### src/rtl/hazard_scoreboard.sv
// hazard_scoreboard: per-register scoreboard beside the decode stage.
// Tracks the youngest in-flight writer of each architectural register
// (valid, current stage, result latency). It derives the decode stall, the
// per-source forwarding selects, the flush-time cancel and a saturating
// stall-cycle counter.
module hazard_scoreboard #(
    parameter int NUM_REGS  = 4,
    parameter int NUM_SRC   = 2,
    parameter int DEPTH     = 3,
    parameter int FLUSH_AGE = 1,
    parameter int CNT_W     = 16,
    localparam int AW       = $clog2(NUM_REGS),
    localparam int SW       = $clog2(DEPTH + 1)
) (
    input  logic                   clk,
    input  logic                   rst,
    input  logic                   issue_valid,
    input  logic                   issue_wen,
    input  logic [AW-1:0]          issue_rd,
    input  logic [SW-1:0]          issue_lat,
    input  logic [NUM_SRC*AW-1:0]  issue_rs,
    input  logic [NUM_SRC-1:0]     issue_rs_en,
    input  logic                   flush,
    output logic                   stall,
    output logic [NUM_SRC*SW-1:0]  fwd_sel,
    output logic [NUM_REGS-1:0]    busy,
    output logic [CNT_W-1:0]       stall_cnt
);

    // Latency 0 means "ready after EX"; latencies at or beyond the last
    // stage are pulled back so the value can still be forwarded.
    function automatic logic [SW-1:0] clamp_lat(input logic [SW-1:0] lat);
        if (lat == '0) begin
            return SW'(1);
        end
        if (32'(lat) >= DEPTH) begin
            return SW'(DEPTH - 1);
        end
        return lat;
    endfunction

    // Counter sticks at all-ones instead of wrapping.
    function automatic logic [CNT_W-1:0] sat_inc(input logic [CNT_W-1:0] v);
        if (&v) begin
            return v;
        end
        return v + CNT_W'(1);
    endfunction

    // Scoreboard entries: valid is control state (reset), age/lat are data.
    logic [NUM_REGS-1:0] r_valid;
    logic [SW-1:0]       r_age [NUM_REGS];
    logic [SW-1:0]       r_lat [NUM_REGS];
    logic [CNT_W-1:0]    r_stall_cnt;

    logic                w_wait;
    logic                w_stall;
    logic                w_accept;
    logic [NUM_SRC*SW-1:0] w_fwd;
    logic [AW-1:0]       w_src;
    logic [SW-1:0]       w_lat_clamped;
    logic [NUM_REGS-1:0] w_wr;
    logic [NUM_REGS-1:0] w_cancel;
    logic [NUM_REGS-1:0] w_retire;

    // Source check against pre-edge entries: ready producers give a forward
    // stage, unready ones request a stall. Held quiet while in reset so the
    // outputs never reflect stale entries.
    always_comb begin
        w_wait = 1'b0;
        w_fwd  = '0;
        w_src  = '0;
        for (int s = 0; s < NUM_SRC; s++) begin
            w_src = issue_rs[s*AW +: AW];
            if (issue_rs_en[s] && r_valid[w_src]) begin
                if (r_age[w_src] >= r_lat[w_src]) begin
                    if (32'(r_age[w_src]) + 1 <= DEPTH) begin
                        w_fwd[s*SW +: SW] = r_age[w_src] + SW'(1);
                    end
                end else begin
                    w_wait = 1'b1;
                end
            end
        end
        if (rst) begin
            w_wait = 1'b0;
            w_fwd  = '0;
        end
    end

    assign w_stall       = issue_valid & ~flush & ~rst & w_wait;
    assign w_accept      = issue_valid & ~w_stall & ~flush;
    assign w_lat_clamped = clamp_lat(issue_lat);

    // Per-entry events: overwrite by an accepted writer, flush cancel of young
    // entries, and retirement once the writer sits in the last stage.
    always_comb begin
        w_wr     = '0;
        w_cancel = '0;
        w_retire = '0;
        for (int r = 0; r < NUM_REGS; r++) begin
            w_wr[r]     = w_accept & issue_wen & (issue_rd == AW'(r));
            w_cancel[r] = flush & (32'(r_age[r]) <= FLUSH_AGE);
            w_retire[r] = (32'(r_age[r]) == DEPTH);
        end
    end

    // Valid bits: a new writer wins over cancel/retire of the old one.
    always_ff @(posedge clk) begin
        if (rst) begin
            r_valid <= '0;
        end else begin
            for (int r = 0; r < NUM_REGS; r++) begin
                if (w_wr[r]) begin
                    r_valid[r] <= 1'b1;
                end else if (r_valid[r] && (w_cancel[r] || w_retire[r])) begin
                    r_valid[r] <= 1'b0;
                end
            end
        end
    end

    // Age/latency fields: restart at EX on overwrite, otherwise advance one
    // stage per cycle until the writer reaches the register file.
    always_ff @(posedge clk) begin
        for (int r = 0; r < NUM_REGS; r++) begin
            if (w_wr[r]) begin
                r_age[r] <= SW'(1);
                r_lat[r] <= w_lat_clamped;
            end else if (r_valid[r] && !w_retire[r]) begin
                r_age[r] <= r_age[r] + SW'(1);
            end
        end
    end

    // Saturating count of cycles spent stalling decode.
    always_ff @(posedge clk) begin
        if (rst) begin
            r_stall_cnt <= '0;
        end else if (w_stall) begin
            r_stall_cnt <= sat_inc(r_stall_cnt);
        end
    end

    assign stall     = w_stall;
    assign fwd_sel   = w_fwd;
    assign busy      = r_valid;
    assign stall_cnt = r_stall_cnt;

endmodule

### config.mk
export PLATFORM = sky130hd
export DESIGN_NAME = hazard_scoreboard
export DESIGN_NICKNAME = d
export VERILOG_FILES = /design/src/rtl/hazard_scoreboard.sv
export SDC_FILE = /design/constraint.sdc
export NUM_CORES = 1
export LEC_CHECK = 0
export ABC_AREA = 1
export BUFFER_PORTS_ARGS = -buffer_cell sky130_fd_sc_hd__buf_2
export CAP_MARGIN = 20
export CELL_PAD_IN_SITES_DETAIL_PLACEMENT = 0
export CELL_PAD_IN_SITES_GLOBAL_PLACEMENT = 1
export CORE_MARGIN = 2
export CORE_UTILIZATION = 40
export CTS_CLUSTER_DIAMETER = 50
export CTS_CLUSTER_SIZE = 28
export DETAILED_ROUTE_END_ITERATION = 8
export PLACE_DENSITY = 0.9
export SYNTH_ARGS = -nofsm -noshare
export SYNTH_HDL_FRONTEND = slang
export SYNTH_SLANG_ARGS = --single-unit
### constraint.sdc
create_clock -name clk -period 6.72 [get_ports clk]
set_input_delay 2.016 -clock clk [delete_from_list [all_inputs] [get_ports clk]]
set_output_delay 2.016 -clock clk [all_outputs]
set_load 0.005 [all_outputs]
After elaboration in Yosys (flattened, before gate mapping)

Memories as Yosys holds them, arrays and structs flattened.
Index checks and enable logic that the tools add are counted.

$add $sub $neg: 9
$lt $le $gt $ge: 11
Equality and inequality tests: 8
Muxes and demuxes: 68
Bitwise operators: 21
Reduce and logical (&&, ||, !) cells: 29

Operator list:

| kind                    | count |
|---|---|
| $mux W1                 | 44 |
| $mux W2                 | 20 |
| $add A16 B1 Y16 const B | 1 |
| $mux W16                | 1 |
| $reduce_and A16 Y1      | 1 |
| $and A1 B1 Y1           | 14 |
| $add A2 B1 Y2 const B   | 6 |
| $eq A2 B2 Y1 const B    | 6 |
| $logic_and A1 B1 Y1     | 10 |
| $le A2 B1 Y1 const B    | 4 |
| $reduce_bool A2 Y1      | 4 |
| $add A2 B1 Y3 const B   | 2 |
| $le A3 B2 Y1 const B    | 2 |
| $lt A2 B3 Y1 const B    | 2 |
| $reduce_or A2 Y1        | 3 |
| $bmux W1 S2             | 2 |
| $ge A2 B2 Y1            | 2 |
| $logic_not A1 Y1        | 4 |
| $logic_not A2 Y1        | 2 |
| $logic_or A1 B1 Y1      | 4 |
| $mux W4                 | 1 |
| $or A1 B1 Y1            | 4 |
| $not A1 Y1              | 3 |
| $eq A2 B1 Y1 const B    | 1 |
| 3 further kinds         | 3 |

Flip-flop bits (word level): 20
Bits in writable memories: 16
Memories kept: 2

Memories:

| name  | depth | bits a word | read ports | clocked after Yosys merged registers in | wr ports | line | text |
|---|---|---|---|---|---|---|---|
| r_age | 4     | 2           | 6          | 0                                       | 4        | 52   | `logic [SW-1:0] r_age [NUM_REGS];` |
| r_lat | 4     | 2           | 2          | 0                                       | 1        | 53   | `logic [SW-1:0] r_lat [NUM_REGS];` |

Logic depth before layout (Yosys ltp)

Gate-level depths: netlist of the first run.

Depth in word-level cells: 19
Gate-level depth with buffers: 14
Mapped depth without buffers: 14

Worst setup path after synthesis of the first run

No wires, ideal clock.

Path type: input-to-output
Start: in issue_rs[2]
End: out stall
Data arrival time: 3,546 ps
Slack: 1,158 ps
Cell stages on the path: 11
Buffers on the path: 1
Path through: clkbuf_1 nand2_1 a32o_1 ha_1 inv_1 nand2_1 a21oi_1 nand3_1 nand2_2 nand2_1 inv_1

Longest elaborated chain between the ends: 6

RTL lines:

| what                                           | line   | text |
|---|---|---|
| start, declared                                | 21     | `input logic [NUM_SRC*AW-1:0] issue_rs,` |
| $mem_v2 Z4 W2, or another cell as far along    | --     |  |
| $ge A2 B2 Y1 or $mux W1 (tied branches)        | 76, 75 |  |
| $mux W1 or $logic_and A1 B1 Y1 (tied branches) | 76, 75 |  |
| $mux W1 (*)                                    | 75     | `if (issue_rs_en[s] && r_valid[w_src]) begin` |
| $mux W1 (*)                                    | 85     | `if (rst) begin` |
| $and A1 B1 Y1 (*)                              | 91     | `assign w_stall = issue_valid & ~flush & ~rst & w_wait;` |
| end, declared                                  | 24     | `output logic stall,` |

Every way passes the cells marked *; elsewhere a longest branch is shown, timed or not. The select of a mux whose other input is x is not followed.

Worst setup path in the final report of the first run

Start: in issue_rs[0]
End: out stall

Longest elaborated chain between the ends: 8

RTL lines:

| what                                           | line   | text |
|---|---|---|
| $mem_v2 Z4 W2, or another cell as far along    | --     |  |
| $ge A2 B2 Y1 or $mux W1 (tied branches)        | 76, 75 |  |
| $mux W1 or $logic_and A1 B1 Y1 (tied branches) | 76, 75 |  |
| $mux W1 (*)                                    | 75     |  |
| $mux W1                                        | 76     | `if (r_age[w_src] >= r_lat[w_src]) begin` |
| $mux W1 (*)                                    | 75     |  |
| $mux W1 (*)                                    | 85     |  |
| $and A1 B1 Y1 (*)                              | 91     |  |

Marks and branches as above.

==> impl_metrics.yaml, run 1 <==
timing:
  tightestPinTransition_ns: 0.5526
  timing.fmax_mhz: 173.6
  setup_viol: 0
  finalCriticalPeriod_ns: 5.761
  fin_ws_ns: 0.9589
  timing.final.crit_share_pct: 85.73
  max_slew_margin_pct: 63.16
  rsz0062_at_grt: "no"
  final_hold_viol_count: 0
  clock_skew_ns: 0.009050
  slew_violations: 0
  finalSetupTns_ns: 0
logic_synthesis:
  ys_types: 32
  synth-simple-area-share_pct: 34.55
  yosys.area_share.adder_pct: 5.638
  synth_top_area_cell: "edfxtp_1"
  synth_compound_area_share_pct: 12.71
  synth_seq_cells: 36
  ys_seq_area_share_pct: 36.08
  synth_top_family_by_area: "simple AND/OR/NAND/NOR gates"
  synth_top_area_share_pct: 19.68
  synth_xor_area_share_pct: 2.153
  synthMuxAreaShare_pct: 0
  yosysWarningCount: 0
  synth_area_sq_um: 2441
  syn_inst: 343
  ys_top_cells_by_area: "edfxtp_1 (20%), dfxtp_1 (16%), nand2_1 (13%), inv_1 (6.5%), nor2_1 (6.5%)"
  syn_area_per_cell_sq_um: 7.117
  syn-num-nets: 369
pwr:
  power_density_nw_per_um2: 153.6
  ir_worst_vdd_v: 0.0001128
  p_leak_nw: 1.218
floorplan:
  start_util_pct: 41.23
  dieWidth_um: 82.12
  dieArea_sq_um: 6744
  ios: 40
  core_sq_um: 5921
  die_h_um: 82.12
  core.rowCount: 28
critical_path:
  reg2reg_slack_ns: 4.27
  r2r_start: "r_age[0][0]"
  crit_path_end: "stall"
  critical_path_class: "in -> out"
  ff2ff_path_depth: 14
  cp-start-kind: "input pin"
  crit_arrival_ns: 3.75
  cp.required_ns: 4.70
  crit_fanout: 13
  r2r-end: "stall_cnt[10]"
  cp-startpoint: "issue_rs[0]"
  end_kind: "output pin"
detailed_routing:
  wire_per_inst_um: 13.09
  antenna_left: 0
  firstDrtPassIters: 4
  first_iter_violations: 111
  wl_um: 5984
  route.vias.total: 2337
  drc: 0
  viasPerCell: 5.114
final_layout:
  nets: 407
  antenna_cells: 0
  synthToLayoutAreaGrowth_pct: 13.58
  drive_above_1_share_pct: 17.54
  fin_cells: 457
cts:
  ctsHoldBuffers: 0
  clk_latency_ns: 0.29
  cts_resized: 0
  cts_sinks: 36
  cts.clk_slew.worst_paths_ns: 0.06
  cts_tree: "yes"
  htreeDepth: 2
  cts_setup_buffers: 0
  cts_buffer_depth: 2
  root_buffer: "clkbuf_8"
  numCtsBuffers: 5
place:
  dp_cells: 449
  hpwl_um: 4440
  gp_congestion: 0.8479
  pre_cts_slack_ns: 0.9846
  port_buffers: 38
flow_run:
  maxCapViolCount: 0
worst_hold_path:
  hold_path_class: "reg -> reg"
outcome:
  outcome: "finished clean"
global_routing:
  first_global_vias: 2143
  grt_start_max_net_pins: 22
  grt_pass1_wl_um: 9949
  track_usage_pct: 19.25
  antenna_found_initial: 0
  grt.overflow.total: 0
## cells by family (layout without fill, tap and decap cells)
group / Yosys count / after routing
AO/OA/AOI/OAI: 51 / 51
XOR/XNOR: 6 / 6
adder cells (fa/ha/maj): 11 / 11
buffers and inverters: 54 / 93
flip-flops: 36 / 36
AND/OR/NAND/NOR: 185 / 185
## final cells by class
cell class / instances / area, sq um
fillers: 608 / 3148
inverters: 45 / 168.9
well taps: 75 / 93.84
multi-input cells: 253 / 1344
repair buffers: 40 / 205.2
flip-flops and latches: 36 / 880.8
clock buffers: 6 / 72.57
clock inverters: 2 / 7.507
## power breakdown
group	switching [W]	internal [W]
registers	0.00000145	0.000230
clock network	0.0000754	0.0000707
logic	0.0000317	0.0000168
total	0.000109	0.000317
## critical path: stages
cell and delay (ns):
buf_2 0.18, inv_2 0.15, o21ai_0 0.09, o22ai_1 0.31, ha_1 0.30, a21oi_1 0.18
nand3_1 0.13, nand2_2 0.10, nand2_1 0.12, inv_1 0.07, buf_2 0.10
## stage by stage
step | power (W) | hold WS [ns] | utilization [%] | area [sq um]
after floorplan | 0.0002686 | 0.4836 | - | 2441
after global placement | 0.0002835 | 0.5015 | 45.48 | 2693
after CTS | 0.0004268 | 0.5182 | 46.83 | 2773
after global routing | 0.0004443 | 0.5442 | 46.83 | 2773
final | 0.0004258 | 0.5139 | 46.83 | 2773
after detailed placement | 0.0002845 | 0.5061 | 45.48 | 2693
## synth_stat cells, drive strengths merged
| master | n |
|---|---|
| nand2 | 87 |
| nor2 | 46 |
| inv | 45 |
| a21oi | 23 |
| nand3 | 23 |
| dfxtp | 20 |
| nand4 | 18 |
| o21ai | 18 |
| edfxtp | 16 |
| ha | 11 |
| clkbuf | 6 |
| nor3 | 5 |
| o211ai | 4 |
| o22ai | 4 |
| buf | 3 |
| xnor2 | 3 |
| xor2 | 3 |
| a32o | 2 |
| nor3b | 2 |
| or2 | 2 |
| and2 | 1 |
| nand3b | 1 |
## placed cells by master, fill, tap and decap left out, drive strengths merged
cell type  Yosys  layout
a32o           2       2
clkbuf         6       6
o22ai          4       4
xnor2          3       3
nor3b          2       2
a21oi         23      23
buf            3      40
xor2           3       3
nor2          46      46
ha            11      11
nand3         23      23
nand4         18      18
nand2         87      87
or2            2       2
nor3           5       5
o21ai         18      18
nand3b         1       1
clkinv         0       2
inv           45      45
and2           1       1
edfxtp        16      16
o211ai         4       4
dfxtp         20      20
## worst min path at each step
stage,to,cells past startpoint,from
after floorplan,stall_cnt[15],2,stall_cnt[15]
after global placement,busy[3],2,busy[3]
after detailed placement,busy[3],2,busy[3]
after CTS,busy[3],2,busy[3]
after global routing,busy[2],2,busy[2]
final,busy[0],2,busy[0]
## state kept, by name, indices dropped and copies added, names as in the netlist
name / flops
stall_cnt: 16
r_age: 8
r_lat: 8
busy: 4
## routing by layer
| layer | global-route usage, % | up-vias | share of wire (%) |
|---|---|---|---|
| met5 | 0 | - | 0 |
| met4 | 6.833 | 0 | 1.7 |
| met3 | 3.696 | 6 | 5.4 |
| met1 | 25.93 | 1056 | 46 |
| li1 | - | 1215 | - |
| met2 | 30.81 | 60 | 47 |
(Power assumes the default switching activity.)
==> run 2: changes to the inputs <==
--- a/config.mk
+++ b/config.mk
@@ -6,7 +6,6 @@
 export NUM_CORES = 1
 export LEC_CHECK = 0
 export ABC_AREA = 1
-export BUFFER_PORTS_ARGS = -buffer_cell sky130_fd_sc_hd__buf_2
 export CAP_MARGIN = 20
 export CELL_PAD_IN_SITES_DETAIL_PLACEMENT = 0
 export CELL_PAD_IN_SITES_GLOBAL_PLACEMENT = 1
@@ -15,7 +14,8 @@
 export CTS_CLUSTER_DIAMETER = 50
 export CTS_CLUSTER_SIZE = 28
 export DETAILED_ROUTE_END_ITERATION = 8
-export PLACE_DENSITY = 0.9
+export DONT_BUFFER_PORTS = 1
+export PLACE_DENSITY = 0.82
 export SYNTH_ARGS = -nofsm -noshare
 export SYNTH_HDL_FRONTEND = slang
 export SYNTH_SLANG_ARGS = --single-unit
==> run 2 against run 1 <==
Final cell count fell by 8.3%. Count of clock-buffer cells in the layout decreased by 1. Register-to-register slack about the same. Core utilization decreased by 2.7 points. Largest cell class unchanged. Setup slack improved by 0.22 ns. Combinational power shrank 21%. Via count is 4.9% lower. Largest power group unchanged.
==> impl_metrics.yaml, run 2 (synthesis results as in run 1) <==
outcome:
  outcome: "finished clean"
place:
  port_buffers: 0
  gp_congestion: 0.7884
  hpwl_um: 4425
  dp_cells: 411
timing:
  setup_viol: 0
  final_hold_viol_count: 0
  slew_violations: 0
  clock_skew_ns: 0.004569
  finalSetupTns_ns: 0
  timing.final.crit_share_pct: 82.44
  timing.fmax_mhz: 180.5
  finalCriticalPeriod_ns: 5.540
  rsz0062_at_grt: "no"
  tightestPinTransition_ns: 0.3106
  max_slew_margin_pct: 79.18
global_routing:
  antenna_found_initial: 0
  grt_pass1_wl_um: 9715
  grt_start_max_net_pins: 22
  grt.overflow.total: 0
  first_global_vias: 1981
  track_usage_pct: 19.02
critical_path:
  ff2ff_path_depth: 13
  r2r_start: "r_age[0][0]"
  crit_arrival_ns: 3.52
  critical_path_class: "in -> out"
  crit_chain: "inv_1 > a21oi_1 > a32o_1 > ha_1 > inv_1 > nand2_1 > a21oi_1 > nand3_1 > nand2_2 > nand2_1 > inv_1"
  crit_fanout: 6
  cp.required_ns: 4.70
  r2r-end: "r_age[1][1]"
  reg2reg_slack_ns: 4.26
  cp-start-kind: "input pin"
  crit_top_cell: "inv_1"
  max_stage_delay_ns: 0.30
  cpMaxStageDelayCell: "ha_1"
  end_kind: "output pin"
pwr:
  p_leak_nw: 1.041
  power_density_nw_per_um2: 176.2
  ir_worst_vdd_v: 0.0001207
  total_power_w: 0.0004605
cts:
  cts_tree: "yes"
  htreeDepth: 2
  ctsHoldBuffers: 0
  cts_sinks: 36
  clk_latency_ns: 0.29
  cts.clk_slew.worst_paths_ns: 0.07
  cts_setup_buffers: 0
  cts_resized: 0
  root_buffer: "clkbuf_8"
  numCtsBuffers: 5
  cts_buffer_depth: 2
floorplan:
  core_sq_um: 5921
  start_util_pct: 41.23
  dieWidth_um: 82.12
  ios: 40
  die_h_um: 82.12
  dieArea_sq_um: 6744
  core.rowCount: 28
detailed_routing:
  drc: 0
  drt-met1-wl_um: 2953
  antenna_left: 0
  route.vias.total: 2223
  first_iter_violations: 111
  dr_wl_met2_um: 2593
  viasPerCell: 5.305
  wire_per_inst_um: 14.27
  firstDrtPassIters: 4
  met3_length_um: 332
  wl_um: 5981
  routed.top_layer: "met4"
worst_hold_path:
  hold_path_end: "stall_cnt[15]"
  hold_start: "stall_cnt[15]"
  hold_path_class: "reg -> reg"
  worstHoldPathCells: 2
final_layout:
  synthToLayoutAreaGrowth_pct: 7.073
  antenna_cells: 0
  fin_cells: 419
  largest_reg_flops: 16
  final_cell_mix: "nand2_1 (84), inv_1 (42), nor2_1 (42), nand3_1 (22), dfxtp_1 (20)"
  drive_above_1_share_pct: 9.302
  layout_commonest_cell: "nand2_1"
  nets: 369
  nFillCells: 617
flow_run:
  maxCapViolCount: 0
[run 2: cell count changes in the layout (fill, tap and decap cells not counted)]
cell,change
clkinvlp_4,+1
clkinv_2,+1
clkinv_1,-2
bufinv_16,+1
clkbuf_1,-1
buf_2,-38
[run 2: through the flow]
stage                     area (sq um)  util (%)  hold slack (ns)  setup WS [ns]
final                             2614     44.15           0.5269          1.180
after global routing              2614     44.15           0.5403          1.050
after CTS                         2614     44.15           0.5214          1.166
after detailed placement          2502     42.27           0.5100          1.170
after global placement            2502     42.27           0.5076          1.171
after floorplan                   2441         -           0.4836          1.158
[run 2: where the power goes]
group / switching [W] / total [W] / internal (W) / leakage [nW]
clock network: 0.0000813 / 0.000191 / 0.000110 / 0.0541
registers: 0.00000170 / 0.000231 / 0.000230 / 0.297
logic: 0.0000241 / 0.0000381 / 0.0000139 / 0.690
[run 2: worst max-delay path by stage]
stage,from,end,slack (ns),cells after the start
after CTS,issue_rs[3],stall,1.17,11
after detailed placement,issue_rs[3],stall,1.17,11
after floorplan,issue_rs[2],stall,1.16,11
after global routing,issue_rs[1],stall,1.05,11
final,issue_rs[3],stall,1.18,11
after global placement,issue_rs[3],stall,1.17,11
[run 2: per-layer routing]
layer  up-vias  global-route usage (%)
li1       1141                       -
met1      1010                   27.45
met2        62                   27.72
met3        10                   4.457
met4         0                   6.667
met5         -                       0
[run 2: layout make-up]
type	count	area (sq um)	share of cell area (%)
multi-input cells	253	1344	51.41
well taps	75	93.84	3.590
clock inverters	3	42.54	1.628
flip-flops and latches	36	880.8	33.70
repair buffers	2	15.01	0.5744
inverters	45	168.9	6.462
clock buffers	5	68.82	2.633
[run 2: critical path: cells and delay by family]
kind / cells / cell delay, ns
and+or+nand+nor: 4 / 0.40
AOI/OAI and AO/OA: 3 / 0.50
adders and majority gates: 1 / 0.30
buffers and inverters: 3 / 0.30
==> run 3: changes to the inputs <==
--- a/config.mk
+++ b/config.mk
@@ -15,7 +15,7 @@
 export CTS_CLUSTER_SIZE = 28
 export DETAILED_ROUTE_END_ITERATION = 8
 export DONT_BUFFER_PORTS = 1
-export PLACE_DENSITY = 0.82
+export PLACE_DENSITY = 0.85
 export SYNTH_ARGS = -nofsm -noshare
 export SYNTH_HDL_FRONTEND = slang
 export SYNTH_SLANG_ARGS = --single-unit
==> constraint.sdc (replaced) <==
create_clock -name clk -period 4.8 [get_ports clk]
set_input_delay 1.44 -clock clk [delete_from_list [all_inputs] [get_ports clk]]
set_output_delay 1.44 -clock clk [all_outputs]
set_load 0.005 [all_outputs]
==> run 3 against run 2 <==
Non-clock buffer count stayed put. Setup slack worse by 0.72 ns. Worst hold slack worse by 0.0030 ns. Routed wire length is 4.3% lower. Core utilization is 0.063 points lower. Critical path depth stayed put. Global-route usage is 1.3 points lower. Die area stayed put. Combinational power is 39% higher. Sequential share of layout area hardly changed. Cell area is 0.14% lower. Via count is 0.85% lower. Largest power group unchanged.
==> impl_metrics.yaml, run 3 (synthesis results as in run 1) <==
detailed_routing:
  first_iter_violations: 136
  firstDrtPassIters: 6
  drc: 0
  viasPerCell: 5.260
  antenna_left: 0
  wl_um: 5724
  route.vias.total: 2204
  wire_per_inst_um: 13.66
place:
  gp_congestion: 0.8114
  dp_cells: 411
  hpwl_um: 4363
  port_buffers: 0
  dpl_cell_area_sq_um: 2502
cts:
  ctsHoldBuffers: 0
  cts_buffer_depth: 2
  numCtsBuffers: 5
  cts_resized: 0
  htreeDepth: 2
  clk_latency_ns: 0.29
  cts.clk_slew.worst_paths_ns: 0.07
  root_buffer: "clkbuf_8"
  cts_sinks: 36
  cts_tree: "yes"
  cts_setup_buffers: 0
timing:
  finalCriticalPeriod_ns: 4.340
  timing.fmax_mhz: 230.4
  whs_ns: 0.5239
  setup_viol: 0
  final_hold_viol_count: 0
  rsz0062_at_grt: "no"
  timing.final.crit_share_pct: 90.42
  tightestPinTransition_ns: 0.3168
  slew_violations: 0
  finalSetupTns_ns: 0
  max_slew_margin_pct: 78.80
  clock_skew_ns: 0.009072
worst_hold_path:
  hold_start: "stall_cnt[15]"
  worstHoldPathCells: 2
  hold_path_end: "stall_cnt[15]"
  hold_path_class: "reg -> reg"
pwr:
  seq_power_share_pct: 50.8
  ir_worst_vdd_v: 0.0001591
  power_density_nw_per_um2: 244.3
  power.internal_w: 0.0004953
  p_comb_share_pct: 8.3
  total_power_w: 0.0006375
  p_leak_nw: 1.042
  clkPwrFrac_pct: 40.9
  p_sw_share_pct: 22.31
  switchingPower_w: 0.0001422
floorplan:
  dieArea_sq_um: 6744
  dieWidth_um: 82.12
  core_sq_um: 5921
  die_h_um: 82.12
  start_util_pct: 41.23
  core.rowCount: 28
  ios: 40
final_layout:
  design_area_sq_um: 2610
  nets: 369
  nFillCells: 603
  multi_input_area_sq_um: 1344
  final_cell_mix: "nand2_1 (84), inv_1 (42), nor2_1 (42), nand3_1 (22), dfxtp_1 (20)"
  largest_reg_flops: 16
  seqCellArea_sq_um: 880.8
  antenna_cells: 0
  layout_commonest_cell: "nand2_1"
  fin_cells: 419
  drive_above_1_share_pct: 9.012
  synthToLayoutAreaGrowth_pct: 6.919
global_routing:
  antenna_found_initial: 0
  track_usage_pct: 17.70
  grt_pass1_wl_um: 9177
  grt.overflow.total: 0
  first_global_vias: 1912
  grt_start_max_net_pins: 22
critical_path:
  crit_arrival_ns: 2.90
  critical_path_class: "in -> out"
  end_kind: "output pin"
  r2r_start: "r_age[0][0]"
  reg2reg_slack_ns: 2.41
  crit_fanout: 6
  ff2ff_path_depth: 14
  cp.required_ns: 3.36
  cp-start-kind: "input pin"
  r2r-end: "stall_cnt[1]"
flow_run:
  maxCapViolCount: 0
outcome:
  outcome: "finished clean"
## run 3: cell types whose count changed in the layout (fill, tap and decap cells not counted)
cell        previous run  this run
clkbuf_1               0         1
clkinvlp_4             1         0
## run 3: layer usage
| layer | vias to the layer above | global-route usage (%) | wire length (um) |
|---|---|---|---|
| li1 | 1145 | - | - |
| met1 | 985 | 25.37 | 2680 |
| met2 | 65 | 26.50 | 2512 |
| met3 | 9 | 4.130 | 440 |
| met4 | 0 | 5.167 | 90 |
| met5 | - | 0 | 0 |
## run 3: worst max-delay path, cell delays in order
cell and delay [ns]:
inv_1 0.14, a21oi_1 0.06, a32o_1 0.27, ha_1 0.30
inv_1 0.05, nand2_1 0.04, a21oi_1 0.15, nand3_1 0.11
nand2_2 0.09, nand2_1 0.13, inv_1 0.12
## run 3: power groups by stage
stage	Combinational [W]	Sequential [W]	Clock, W
finish	0.0000528	0.000324	0.000261
global route	0.0000612	0.000324	0.000276
CTS	0.0000535	0.000324	0.000267
detailed placement	0.0000530	0.000331	0
global placement	0.0000520	0.000331	0
floorplan	0.0000460	0.000330	0
## run 3: layout make-up
class                           instances  share of cell area, %
Multi-Input combinational cell        253                  51.49
Sequential cell                        36                  33.75
Inverter                               45                  6.472
Tap cell                               75                  3.595
Clock buffer                            6                  2.780
Clock inverter                          2                  1.342
Timing Repair Buffer                    2                 0.5753
## run 3: worst max-delay path by stage
stage,startpoint,slack [ns],end
3_5_place_dp,issue_rs[1],0.44,stall
5_1_grt,issue_rs[1],0.33,stall
6_report,issue_rs[1],0.46,stall
3_3_place_gp,issue_rs[1],0.47,stall
2_1_floorplan,issue_rs[2],0.39,stall
4_1_cts,issue_rs[1],0.44,stall
## run 3: stage by stage
step                worst slack [ns]  util, %
floorplan                     0.3896        -
global placement              0.4656    42.27
detailed placement            0.4416    42.27
CTS                           0.4395    44.08
global route                  0.3255    44.08
finish                        0.4598    44.08
